## src/rtl/psg_bus_interface_if.sv

```systemverilog
// Host write port and register-file write channel of the PSG front end.
// The master side is the host (and the observer of the downstream channel).
// The slave side is the bus interface block itself.
interface psg_bus_interface_if #(
  parameter int FIFO_DEPTH = 4
);
  localparam int LVL_W = $clog2(FIFO_DEPTH) + 1;

  logic [7:0]       bus_data;
  logic             bus_ce_n;
  logic             bus_we_n;
  logic             bus_ready;
  logic             wr_valid;
  logic [7:0]       wr_data;
  logic [LVL_W-1:0] fifo_level;
  logic             overflow;

  modport master (
    output bus_data,
    output bus_ce_n,
    output bus_we_n,
    input  bus_ready,
    input  wr_valid,
    input  wr_data,
    input  fifo_level,
    input  overflow
  );

  modport slave (
    input  bus_data,
    input  bus_ce_n,
    input  bus_we_n,
    output bus_ready,
    output wr_valid,
    output wr_data,
    output fifo_level,
    output overflow
  );
endinterface

```

## src/rtl/psg_bus_interface.sv

```systemverilog
// SN76489-style host write port.
// Synchronises the asynchronous /CE,/WE strobe and data byte, and detects one
// accept per strobe low pulse. Accepted bytes are buffered in a small FIFO and
// released downstream as single-cycle write pulses, at least WRITE_INTERVAL
// clocks apart.
module psg_bus_interface #(
  parameter int FIFO_DEPTH     = 4,
  parameter int WRITE_INTERVAL = 32,
  parameter int SYNC_STAGES    = 2
) (
  input  logic               clk,
  input  logic               reset,
  psg_bus_interface_if.slave bus
);
  localparam int PTR_W = $clog2(FIFO_DEPTH);
  localparam int LVL_W = PTR_W + 1;
  localparam int CNT_W = (WRITE_INTERVAL > 1) ? $clog2(WRITE_INTERVAL) : 1;
  localparam logic [LVL_W-1:0] LVL_FULL   = LVL_W'(FIFO_DEPTH);
  localparam logic [CNT_W-1:0] CNT_RELOAD = CNT_W'(WRITE_INTERVAL - 1);

  // synchroniser / edge detect
  logic                   w_strb_n;
  logic [SYNC_STAGES-1:0] r_strb_sync;
  logic [7:0]             r_data_sync [SYNC_STAGES];
  // bit k is set once stage k (bit SYNC_STAGES: r_strb_prev) holds a
  // sample taken after reset release
  logic [SYNC_STAGES:0]   r_post_rst;
  logic                   r_strb_prev;
  logic                   w_fall;
  logic                   r_accept;
  logic [7:0]             r_accept_data;

  // FIFO and pacing
  logic [7:0]       r_mem [FIFO_DEPTH];
  logic [PTR_W-1:0] r_head;
  logic [PTR_W-1:0] r_tail;
  logic [LVL_W-1:0] r_level;
  logic [LVL_W-1:0] w_level_next;
  logic [CNT_W-1:0] r_cnt;
  logic             w_full;
  logic             w_pop;
  logic             w_push;
  logic             w_drop;

  // registered outputs
  logic       r_wr_valid;
  logic [7:0] r_wr_data;
  logic       r_overflow;
  logic       r_bus_ready;

  assign w_strb_n = bus.bus_ce_n | bus.bus_we_n;

  // Shift strobe and data through the synchroniser and remember the previous synchronised strobe
  always_ff @(posedge clk) begin
    if (reset) begin
      r_strb_sync <= '1;
      r_post_rst  <= '0;
      r_strb_prev <= 1'b1;
      for (int i = 0; i < SYNC_STAGES; i++) begin
        r_data_sync[i] <= '0;
      end
    end else begin
      r_strb_sync    <= {r_strb_sync[SYNC_STAGES-2:0], w_strb_n};
      r_post_rst     <= {r_post_rst[SYNC_STAGES-1:0], 1'b1};
      r_strb_prev    <= r_strb_sync[SYNC_STAGES-1];
      r_data_sync[0] <= bus.bus_data;
      for (int i = 1; i < SYNC_STAGES; i++) begin
        r_data_sync[i] <= r_data_sync[i-1];
      end
    end
  end

  // A fall only counts between two samples taken after reset release, so a
  // strobe held low through reset needs a fresh high-to-low transition.
  assign w_fall = r_post_rst[SYNC_STAGES] & r_strb_prev & ~r_strb_sync[SYNC_STAGES-1];

  // Register the accept event together with its aligned data byte
  always_ff @(posedge clk) begin
    if (reset) begin
      r_accept      <= 1'b0;
      r_accept_data <= '0;
    end else begin
      r_accept      <= w_fall;
      r_accept_data <= r_data_sync[SYNC_STAGES-1];
    end
  end

  // Decide pop/push/drop for this cycle and the resulting occupancy
  always_comb begin
    w_full       = (r_level == LVL_FULL);
    w_pop        = (r_cnt == '0) && (r_level != '0);
    // a pop in the same cycle frees the slot, so a full FIFO still accepts
    w_push       = r_accept && (!w_full || w_pop);
    w_drop       = r_accept && w_full && !w_pop;
    w_level_next = r_level;
    if (w_push && !w_pop) begin
      w_level_next = r_level + LVL_W'(1);
    end else if (w_pop && !w_push) begin
      w_level_next = r_level - LVL_W'(1);
    end
  end

  // FIFO storage: write-only port at the tail, no reset on the array
  always_ff @(posedge clk) begin
    if (w_push) begin
      r_mem[r_tail] <= r_accept_data;
    end
  end

  // Pointers, occupancy, interval counter and registered outputs
  always_ff @(posedge clk) begin
    if (reset) begin
      r_head      <= '0;
      r_tail      <= '0;
      r_level     <= '0;
      r_cnt       <= '0;
      r_wr_valid  <= 1'b0;
      r_wr_data   <= '0;
      r_overflow  <= 1'b0;
      r_bus_ready <= 1'b0;
    end else begin
      if (w_push) begin
        r_tail <= r_tail + PTR_W'(1);
      end
      if (w_pop) begin
        r_head    <= r_head + PTR_W'(1);
        r_wr_data <= r_mem[r_head];
        r_cnt     <= CNT_RELOAD;
      end else if (r_cnt != '0) begin
        r_cnt <= r_cnt - CNT_W'(1);
      end
      r_level     <= w_level_next;
      r_wr_valid  <= w_pop;
      r_overflow  <= w_drop;
      r_bus_ready <= (w_level_next < LVL_FULL);
    end
  end

  assign bus.bus_ready  = r_bus_ready;
  assign bus.wr_valid   = r_wr_valid;
  assign bus.wr_data    = r_wr_data;
  assign bus.fifo_level = r_level;
  assign bus.overflow   = r_overflow;
endmodule

```

## src/flat_wrapper.sv

```systemverilog
// flat-port wrapper written by rule: the top's interface ports become plain ports
module psg_bus_interface_flat 
#(
  parameter int FIFO_DEPTH     = 4,
  parameter int WRITE_INTERVAL = 32,
  parameter int SYNC_STAGES    = 2
)
  (clk, reset, bus_bus_data, bus_bus_ce_n, bus_bus_we_n, bus_bus_ready, bus_wr_valid, bus_wr_data, bus_fifo_level, bus_overflow);
  psg_bus_interface_if #(.FIFO_DEPTH(FIFO_DEPTH)) bus_i ();
  input  logic clk;
  input  logic reset;
  input wire logic [$bits(bus_i.bus_data)-1:0] bus_bus_data;
  input wire logic [$bits(bus_i.bus_ce_n)-1:0] bus_bus_ce_n;
  input wire logic [$bits(bus_i.bus_we_n)-1:0] bus_bus_we_n;
  output wire logic [$bits(bus_i.bus_ready)-1:0] bus_bus_ready;
  output wire logic [$bits(bus_i.wr_valid)-1:0] bus_wr_valid;
  output wire logic [$bits(bus_i.wr_data)-1:0] bus_wr_data;
  output wire logic [$bits(bus_i.fifo_level)-1:0] bus_fifo_level;
  output wire logic [$bits(bus_i.overflow)-1:0] bus_overflow;
  assign bus_i.bus_data = bus_bus_data;
  assign bus_i.bus_ce_n = bus_bus_ce_n;
  assign bus_i.bus_we_n = bus_bus_we_n;
  assign bus_bus_ready = bus_i.bus_ready;
  assign bus_wr_valid = bus_i.wr_valid;
  assign bus_wr_data = bus_i.wr_data;
  assign bus_fifo_level = bus_i.fifo_level;
  assign bus_overflow = bus_i.overflow;
  psg_bus_interface #(.FIFO_DEPTH(FIFO_DEPTH), .WRITE_INTERVAL(WRITE_INTERVAL), .SYNC_STAGES(SYNC_STAGES)) u_core (.clk(clk), .reset(reset), .bus(bus_i));
endmodule
```

## config.mk

```make
export PLATFORM = sky130hd
export DESIGN_NAME = psg_bus_interface_flat
export DESIGN_NICKNAME = d
export VERILOG_FILES = /design/src/rtl/psg_bus_interface_if.sv /design/src/rtl/psg_bus_interface.sv /design/src/flat_wrapper.sv
export SDC_FILE = /design/constraint.sdc
export NUM_CORES = 1
export LEC_CHECK = 0
export BUFFER_PORTS_ARGS = -buffer_cell sky130_fd_sc_hd__buf_2
export CORE_MARGIN = 3
export CORE_UTILIZATION = 45
export CTS_CLUSTER_SIZE = 12
export DETAILED_ROUTE_END_ITERATION = 8
export SLEW_MARGIN = 15
export SYNTH_ARGS = -nofsm -noshare
export SYNTH_HDL_FRONTEND = slang
export SYNTH_SLANG_ARGS = --single-unit
export TNS_END_PERCENT = 5
```

## constraint.sdc

```tcl
create_clock -name clk -period 2.6 [get_ports clk]
set_input_delay 0.39 -clock clk [delete_from_list [all_inputs] [get_ports clk]]
set_output_delay 0.39 -clock clk [all_outputs]
set_load 0.02 [all_outputs]
```

After elaboration in Yosys (flattened, before gate mapping)
Memory sizes are Yosys's and may differ from the RTL's. A register that Yosys moved wholly into a read port is not among the register bits.
Index checks and enable logic that the tools add are counted.
{ "op_classes": {"bitwise_logic": 6, "n_addsub": 5, "div": 0, "n_reduce_logical": 14, "eq_ne": 1, "multipliers": 0, "muxes": 12, "order_cmp": 1, "shift": 0} }
{ "op_table": {"columns": ["cell", "n"], "rows": [
  ["two-way mux 8 bit", 2],
  ["two-way mux 5 bit", 2],
  ["logical AND 1 bit", 6],
  ["two-way mux 1 bit", 6],
  ["two-way mux 3 bit", 2],
  ["logical NOT 5 bit", 1],
  ["nonzero test 5 bit", 1],
  ["subtractor 5 x 1 -> 5 bit (second input constant)", 1],
  ["adder 2 x 1 -> 2 bit (second input constant)", 2],
  ["adder 3 x 1 -> 3 bit (second input constant)", 1],
  ["== test 3 bit (second input constant)", 1],
  ["logical NOT 1 bit", 3],
  ["less-than comparator 3 bit (second input constant)", 1],
  ["bitwise OR 1 bit", 3],
  ["nonzero test 3 bit", 1],
  ["subtractor 3 x 1 -> 3 bit (second input constant)", 1],
  ["bitwise AND 1 bit", 2],
  ["nonzero test 2 bit", 1],
  ["logical OR 1 bit", 1],
  ["inverter 1 bit", 1]
]} }
{ "word_totals": {"register_bits": 22, "rom_bits": 0, "input_bits": 12, "out_inout_bits": 14, "wordCells": 53, "n_memories": 2, "latch_bits": 0, "ram_bits": 48} }
{ "memory_table": {"columns": ["memory", "words", "width", "rd", "rd_ports_with_merged_regs", "wr", "line_no", "text"], "rows": [
  ["u_core.r_mem", 4, 8, 1, 1, 1, "psg_bus_interface.sv:34", "logic [7:0] r_mem [FIFO_DEPTH];"],
  ["u_core.r_data_sync", 2, 8, 2, 1, 2, "psg_bus_interface.sv:24", "logic [7:0] r_data_sync [SYNC_STAGES];"]
]} }

Longest topological paths before layout
Gate-level depths: netlist of the first run.
{ "logic_depth": {"depth_word": 9, "mapped_depth": 8, "depth_no_buf": 6} }

Worst setup path after synthesis of the first run
OpenSTA, ideal clock, no wires.
{ "synth_path": {"path_type": "register to register", "startpoint": "register u_core.r_level[0], in the netlist u_core.bus.fifo_level[0]", "endpoint": "register u_core.r_level[0], in the netlist u_core.bus.fifo_level[0]", "slack_ns": 0.521, "path_stages_with_launch": 7, "period_less_slack_ns": 2.079, "setup_ns": 0.121, "required_ns": 2.479, "n_path_buf": 1, "arrival_ns": 1.958, "path_cell_list": "dfxtp_1 > inv_1 > ha_1 > clkdlybuf4s15_1 > and2b_2 > a221oi_2 > mux2_4"} }
{ "synth_via": {"elab_chain_len": 8, "elab_cells_between_ends": 14, "classes_between": "add/sub: 2; eq/ne: 1; mux: 2; reduce/logical: 9"} }
{ "synth_lines": {"columns": ["element", "line_no", "text"], "rows": [
  ["start, declared", "psg_bus_interface.sv:37", "logic [LVL_W-1:0] r_level;"],
  ["start signal, assigned", "psg_bus_interface.sv:132", "r_level <= w_level_next;"],
  ["== test 3 bit or nonzero test 3 bit (tied branches)", "psg_bus_interface.sv:90, psg_bus_interface.sv:91", null],
  ["logical NOT 1 bit or logical AND 1 bit (tied branches)", "psg_bus_interface.sv:93, psg_bus_interface.sv:91", null],
  ["logical OR 1 bit", "psg_bus_interface.sv:93", "w_push = r_accept && (!w_full || w_pop);"],
  ["logical AND 1 bit", "psg_bus_interface.sv:93", null],
  ["logical NOT 1 bit", "psg_bus_interface.sv:98", "end else if (w_pop && !w_push) begin"],
  ["logical AND 1 bit", "psg_bus_interface.sv:98", null],
  ["two-way mux 3 bit", "psg_bus_interface.sv:98", null],
  ["two-way mux 3 bit *", "psg_bus_interface.sv:96", "if (w_push && !w_pop) begin"]
]} }
Mark *: on every way between the ends. The rest lies on a longest branch, timed or not.
A chain may end at the register's enable or synchronous reset.

Final worst setup path of the first run
{ "layout_path": {"startpoint": "register u_core.r_cnt[0]", "endpoint": "memory u_core.r_mem[0][5], enable pin"} }
{ "layout_via": {"elab_chain_len": 6} }
{ "layout_lines": {"columns": ["element", "line_no", "text"], "rows": [
  ["start, declared", "psg_bus_interface.sv:39", "logic [CNT_W-1:0] r_cnt;"],
  ["start signal, assigned", "psg_bus_interface.sv:130", "r_cnt <= r_cnt - CNT_W'(1);"],
  ["logical NOT 5 bit", "psg_bus_interface.sv:91", "w_pop = (r_cnt == '0) && (r_level != '0);"],
  ["logical AND 1 bit", "psg_bus_interface.sv:91", null],
  ["logical OR 1 bit", "psg_bus_interface.sv:93", null],
  ["logical AND 1 bit", "psg_bus_interface.sv:93", null],
  ["two-way mux 1 bit", "psg_bus_interface.sv:105", "if (w_push) begin"],
  ["two-way mux 1 bit (implied by the code)", "psg_bus_interface.sv:106", "r_mem[r_tail] <= r_accept_data;"],
  ["end, declared", "psg_bus_interface.sv:34", null]
]} }
Every way passes these cells.

==> results of run 1 <==
## placed cells by master (no fill, tap or decap), types with 4 or more instances in the layout
cell type   n
and2_1      4
ha_1        8
edfxtp_1   32
nor2b_1    26
nor2_1     14
nand2_1    22
dfxtp_1    54
inv_1       9
mux4_2      8
a21oi_1    12
buf_2      25
a211oi_1    4
clkbuf_8    9
## layer usage
layer / routed length, um / up-vias / global-route usage
li1: - / 873 / -
met1: 2320 / 749 / 0.179
met2: 1900 / 30 / 0.174
met3: 178 / 9 / 0.0501
met4: 88 / 0 / 0.0613
met5: 0 / - / 0
## cells by family after synthesis
| kind of cell | share of synthesized area |
|---|---|
| compound gates | 0.0551 |
| xor+xnor | 0.00832 |
| fa+ha+maj | 0.0317 |
| buf+inv | 0.0380 |
| flops | 0.647 |
| mux | 0.0685 |
| simple gates | 0.152 |
## flip-flops by register name, summed over array words and instances, names as in the netlist, named ones only
| signal | cells |
|---|---|
| u_core.bus.bus_ready | 1 |
| u_core.bus.fifo_level | 2 |
| u_core.bus.overflow | 1 |
| u_core.bus.wr_data | 8 |
| u_core.bus.wr_valid | 1 |
| u_core.r_accept | 1 |
| u_core.r_accept_data | 8 |
| u_core.r_cnt | 5 |
| u_core.r_data_sync | 16 |
| u_core.r_head | 2 |
| u_core.r_mem | 32 |
| u_core.r_post_rst | 3 |
| u_core.r_strb_prev | 1 |
| u_core.r_strb_sync | 2 |
| u_core.r_tail | 2 |
## critical path, stage by stage (launching register included)
cell and delay (ps):
dfxtp_1 340, inv_1 60, ha_1 210, or4b_1 520
a31oi_4 300, and2_1 410
## through the flow
stage,cells,total power [W],cell area [um2]
6_report,362,0.00268,3510
5_1_grt,362,0.00283,3510
4_1_cts,362,0.00271,3510
3_5_place_dp,346,0.00184,3320
3_3_place_gp,346,0.00183,3320
2_1_floorplan,239,0.00178,3160
## how the worst max path moves through the flow
stage                             start                  endpoint  slack, ps
2_1_floorplan  u_core.bus.fifo_level[0]  u_core.bus.fifo_level[0]        520
3_3_place_gp            u_core.r_cnt[0]        u_core.r_mem[0][5]        490
3_5_place_dp            u_core.r_cnt[0]        u_core.r_mem[0][5]        420
4_1_cts                 u_core.r_cnt[0]        u_core.r_mem[0][5]        400
5_1_grt                 u_core.r_cnt[0]        u_core.r_mem[0][3]        310
6_report                u_core.r_cnt[0]        u_core.r_mem[0][5]        420
## cell type report
type / count / share of cell area
clock buffer: 10 / 0.0424
clock inverter: 6 / 0.0118
inverter: 9 / 0.00962
multi-input combinational: 132 / 0.284
sequential: 86 / 0.582
tap: 93 / 0.0331
timing repair buffer: 26 / 0.0378
## power breakdown
part           switching, W  internal [W]
registers         0.0000428       0.00144
clock network      0.000465      0.000409
logic              0.000181      0.000138
==> results.md, run 1 <==
- Mapped Area: 0.00316 mm2
- Hold EP: u_core.r_strb_sync[0]
- Die area: a little over 0.008 mm2
- Critical R2R Launch: u_core.r_cnt[0]
- CTS tree: built
- Status: complete, no violations
- P_leak: 1.32 nW
- Worst setup path class: reg2reg
- Core Box Area: 0.00657 mm2
- Reg2reg setup slack: 420 ps
- CTS Buf Count: 9
- Layout cells sized above 1: 0.223
- Count leader, synth: dfxtp_1
- Setup WS pre-CTS: 422 ps
- Synth Flop Type: dfxtp_1
- Via count: 1661
- First-pass GRT wire length: roughly 8100 um
- Post-CTS setup buffers: 0
- Tmin final: 2180 ps
- Seq/Total Area, Yosys: 0.647
- Final Cycle Share: 0.839
- WP data required: 2610 ps
- Global Route Usage Sum: 0.128
- Diode count: 0
- Crit end category: register
- Worst Reg-to-Reg Cells: 5
- IO Port Bufs: 25
- WL/cell: 12.4 um
- Vias per Instance: 4.59
- Area Growth Syn to Fin: 11.2%
- Final ANT Viol Nets: 0
- Area of the multi-input gates: 996 um2
- Final Hold Viols: 0
- Startpoint class of the critical path: register
- Fmax: 458 MHz
- Drt drc: 0
- Mapped Cells: around 240
- Syn_nets: approximately 260
- I/O pin count: 26
- Sink Count: 86
- Largest net degree at the start of global routing: 54
- R2R Path End: u_core.r_mem[0][5]
- Final setup TNS: 0 ps
- Clock slew seen by the registers of the worst setup and hold paths: around 80 ps
- Grt total ovfl: 0
- Fin Hold WS: 222 ps
- Register area: 0.00204 mm2
- Final setup violation count: 0
- Peak VDD IR: 0.000366 V
- Initial DRC count: 95
- WHS Path Cells: 2
- Routability Congestion: 0.756
- Drt pass-1 iters: 5
- HPWL Detailed: 2990 um
- Final core occ: 0.535
- RSZ-0062 raised after global routing: no
- Final WS setup: 418 ps
- Slew headroom: 0.397
- Post-cts resize count: 0
- Worst Hold Class: in2reg
- NumNets Final: roughly 280
- Yosys reg bits: 86
- Die height: ~90 um
- Count of cell types in the netlist: 45
- Root buf cell: clkbuf_8
- Synth area leader: dfxtp_1
- Maxcap violations: 0
- CTS max path bufs: 2
- Antenna violations before repair: 0
- Starting Density: 0.481
- H-tree Lvls: 3
- Max-slew violations: 0
- Cell Rows: 29
- Yosys warnings: 0
- Post-CTS Hold Buffers: 0
- Top cells by area, synth: dfxtp_1 (34%), edfxtp_1 (30%), mux4_2 (5.7%), nor2b_1 (5.2%), ha_1 (3.2%)
- Clk_skew: roughly 14 ps
- Yosys top cell area share: 0.342
- Syn Area/Cell: around 13 um2
- Worst-Margin Slew: 904 ps
- WP data arrival: 2190 ps
- Worst-Skew Late Latency: ~350 ps
- Vias in the first global route: 1636
- Post-synth EDFFs: 32
- Hold path startpoint: bus_bus_we_n
- Total length of routed wires: 4490 um
- Ys async rst share: 0
- Most frequent cells after synthesis: dfxtp_1 (54), edfxtp_1 (32), nor2b_1 (26)
- PD cells: 762 mW/mm2
- Die W: 89.8 um
- Fill count: 573
- Max Fanout on Critical Path: 8
Power figures use the tool's default switching activity.
==> run 2, diff against run 1 <==
==> constraint.sdc (replaced) <==
create_clock -name clk -period 2.2 [get_ports clk]
set_input_delay 0.33 -clock clk [delete_from_list [all_inputs] [get_ports clk]]
set_output_delay 0.33 -clock clk [all_outputs]
set_load 0.02 [all_outputs]
==> results.md, run 2 (synthesis results as in run 1) <==
- WL/cell: 12.7 um (was 12.4 um)
- Maxcap violations: 0 (unchanged)
- Worst-Skew Late Latency: 350 ps (about the same)
- Post-cts resize count: 0 (unchanged)
- Max Fanout on Critical Path: 8 (unchanged)
- Diode count: 0 (unchanged)
- CTS Buf Count: 9 (unchanged)
- Layout cells sized above 1: 0.250 (was 0.223)
- Die W: 89.8 um (unchanged)
- Drt pass-1 iters: 4 (was 5)
- Crit end category: register (unchanged)
- Antenna violations before repair: 0 (unchanged)
- Worst path cell trace: inv_1 -> ha_1 -> or4b_1 -> a31oi_4 -> and2_1 (unchanged)
- NumNets Final: 291 (was 284)
- WP data required: 2210 ps (was 2610 ps)
- Initial DRC count: 86 (was 95)
- Die area: 0.00806 mm2 (unchanged)
- Status: complete, no violations (unchanged)
- Largest register by flop count: u_core.r_mem (unchanged)
- Peak VDD IR: 0.000489 V (was 0.000366 V)
- Drt drc: 0 (unchanged)
- Total length of routed wires: 4690 um (was 4490 um)
- Final setup violation count: 0 (unchanged)
- Startpoint class of the critical path: register (unchanged)
- HPWL Detailed: 3170 um (was 2990 um)
- Core Box Area: 0.00657 mm2 (unchanged)
- Area Growth Syn to Fin: 12.9% (was 11.2%)
- PD cells: 896 mW/mm2 (was 762 mW/mm2)
- Final ANT Viol Nets: 0 (unchanged)
- Final Cycle Share: 0.936 (was 0.839)
- Vias in the first global route: 1646 (was 1636)
- CP max stage delay: 510 ps (was 520 ps)
- Clock slew seen by the registers of the worst setup and hold paths: 80 ps (about the same)
- Commonest non-fill, non-tap cells in the layout: dfxtp_1 (54), edfxtp_1 (32), nor2b_1 (26) (unchanged)
- Commonest non-fill, non-tap cell in the layout: dfxtp_1 (unchanged)
- Family with the most delay on the worst path: simple AND/OR/NAND/NOR gates (unchanged)
- Worst Hold Class: in2reg (unchanged)
- RSZ-0062 raised after global routing: no (unchanged)
- Reg2reg setup slack: 140 ps (was 420 ps)
- I/O pin count: 26 (unchanged)
- Largest net degree at the start of global routing: 28 (was 54)
- Max-slew violations: 0 (unchanged)
- Worst-Margin Slew: 610 ps (was 904 ps)
- Register area: 0.00204 mm2 (unchanged)
- Final setup TNS: 0 ps (unchanged)
- WP data arrival: 2070 ps (was 2190 ps)
- Final core occ: 0.543 (was 0.535)
- Sink Count: 86 (unchanged)
- Cell Rows: 29 (unchanged)
- Grt total ovfl: 0 (unchanged)
- Via count: 1743 (was 1661)
- P_leak: 1.36 nW (was 1.32 nW)
- Area of the multi-input gates: 998 um2 (was 996 um2)
- Routability Congestion: 0.762 (was 0.756)
- Post-CTS setup buffers: 0 (unchanged)
- Leading registers by flop count: u_core.r_mem (32), u_core.r_data_sync (16) (unchanged)
- Root buf cell: clkbuf_8 (unchanged)
- Fill count: 580 (was 573)
- Global Route Usage Sum: 0.130 (was 0.128)
- Tmin final: 2060 ps (was 2180 ps)
- IO Port Bufs: 25 (unchanged)
- Worst setup path class: reg2reg (unchanged)
- Slowest cell on crit path: or4b_1 (unchanged)
- Max FFs per register: 32 (unchanged)
- Post-CTS Hold Buffers: 0 (unchanged)
- Vias per Instance: 4.72 (was 4.59)
- CTS tree: built (unchanged)
- Clk_skew: 9.88 ps (was 14.2 ps)
- H-tree Lvls: 3 (unchanged)
- Starting Density: 0.481 (unchanged)
- Fmax: 486 MHz (was 458 MHz)
- First-pass GRT wire length: 8220 um (was 8080 um)
- Final Hold Viols: 0 (unchanged)
- Die height: 89.8 um (unchanged)
- CTS max path bufs: 2 (unchanged)
- Slew headroom: 0.593 (was 0.397)
- Buf+Inv Stages, Crit Path: 1 (unchanged)
-- run 2: cell count changes in the layout (fill, tap and decap cells not counted) --
cell        before  now
clkbuf_8         9   11
clkinv_4         0    2
inv_6            2    1
buf_4            1    8
and2_2           0    2
clkinv_2         2    0
clkinvlp_4       1    0
inv_4            1    2
clkbuf_16        1    0
and2_1           4    2
-- run 2: power by group --
part / internal, W / switching (W) / total, W / leakage [nW]
combinational: 0.000193 / 0.000229 / 0.000422 / 0.525
clock: 0.000481 / 0.000538 / 0.00102 / 0.101
sequential: 0.00170 / 0.0000503 / 0.00175 / 0.735
total: 0.00238 / 0.000818 / 0.00319 / 1.36
-- run 2: layout make-up --
cell class | instances | area share
well taps | 93 | 0.0326
inverters | 9 | 0.00947
multi-input cells | 132 | 0.280
flip-flops and latches | 86 | 0.573
repair buffers | 33 | 0.0519
clock inverters | 5 | 0.0109
clock buffers | 11 | 0.0425
-- run 2: worst paths after layout --
check                     endpoint                   from  cells past startpoint
max             u_core.r_mem[0][3]        u_core.r_cnt[0]                      5
min          u_core.r_strb_sync[0]           bus_bus_we_n                      2
max reg2reg     u_core.r_mem[0][3]        u_core.r_cnt[0]                      5
min reg2reg  u_core.r_strb_sync[1]  u_core.r_strb_sync[0]                      1
-- run 2: per-layer routing --
layer | part of all wire | vias to the layer above | global-route usage
met1 | 0.52 | 813 | 0.185
met4 | 0.020 | 0 | 0.0766
met5 | 0 | - | 0
met3 | 0.045 | 9 | 0.0384
met2 | 0.42 | 32 | 0.175
li1 | - | 889 | -
-- run 2: through the flow --
step	power [W]	setup slack (ps)	cell area (um2)	instances	hold slack, ps
6_report	0.00319	140	3570	369	159
5_1_grt	0.00339	5.85	3570	369	160
4_1_cts	0.00324	97.5	3560	369	137
3_5_place_dp	0.00221	105	3370	353	396
3_3_place_gp	0.00220	136	3370	353	395
2_1_floorplan	0.00211	121	3160	239	389
-- run 2: worst reg2reg max path, stage by stage (launching register included) --
cell and delay [ps]:
dfxtp_1 330, inv_1 60, ha_1 150, or4b_1 510, a31oi_4 290, and2_1 390
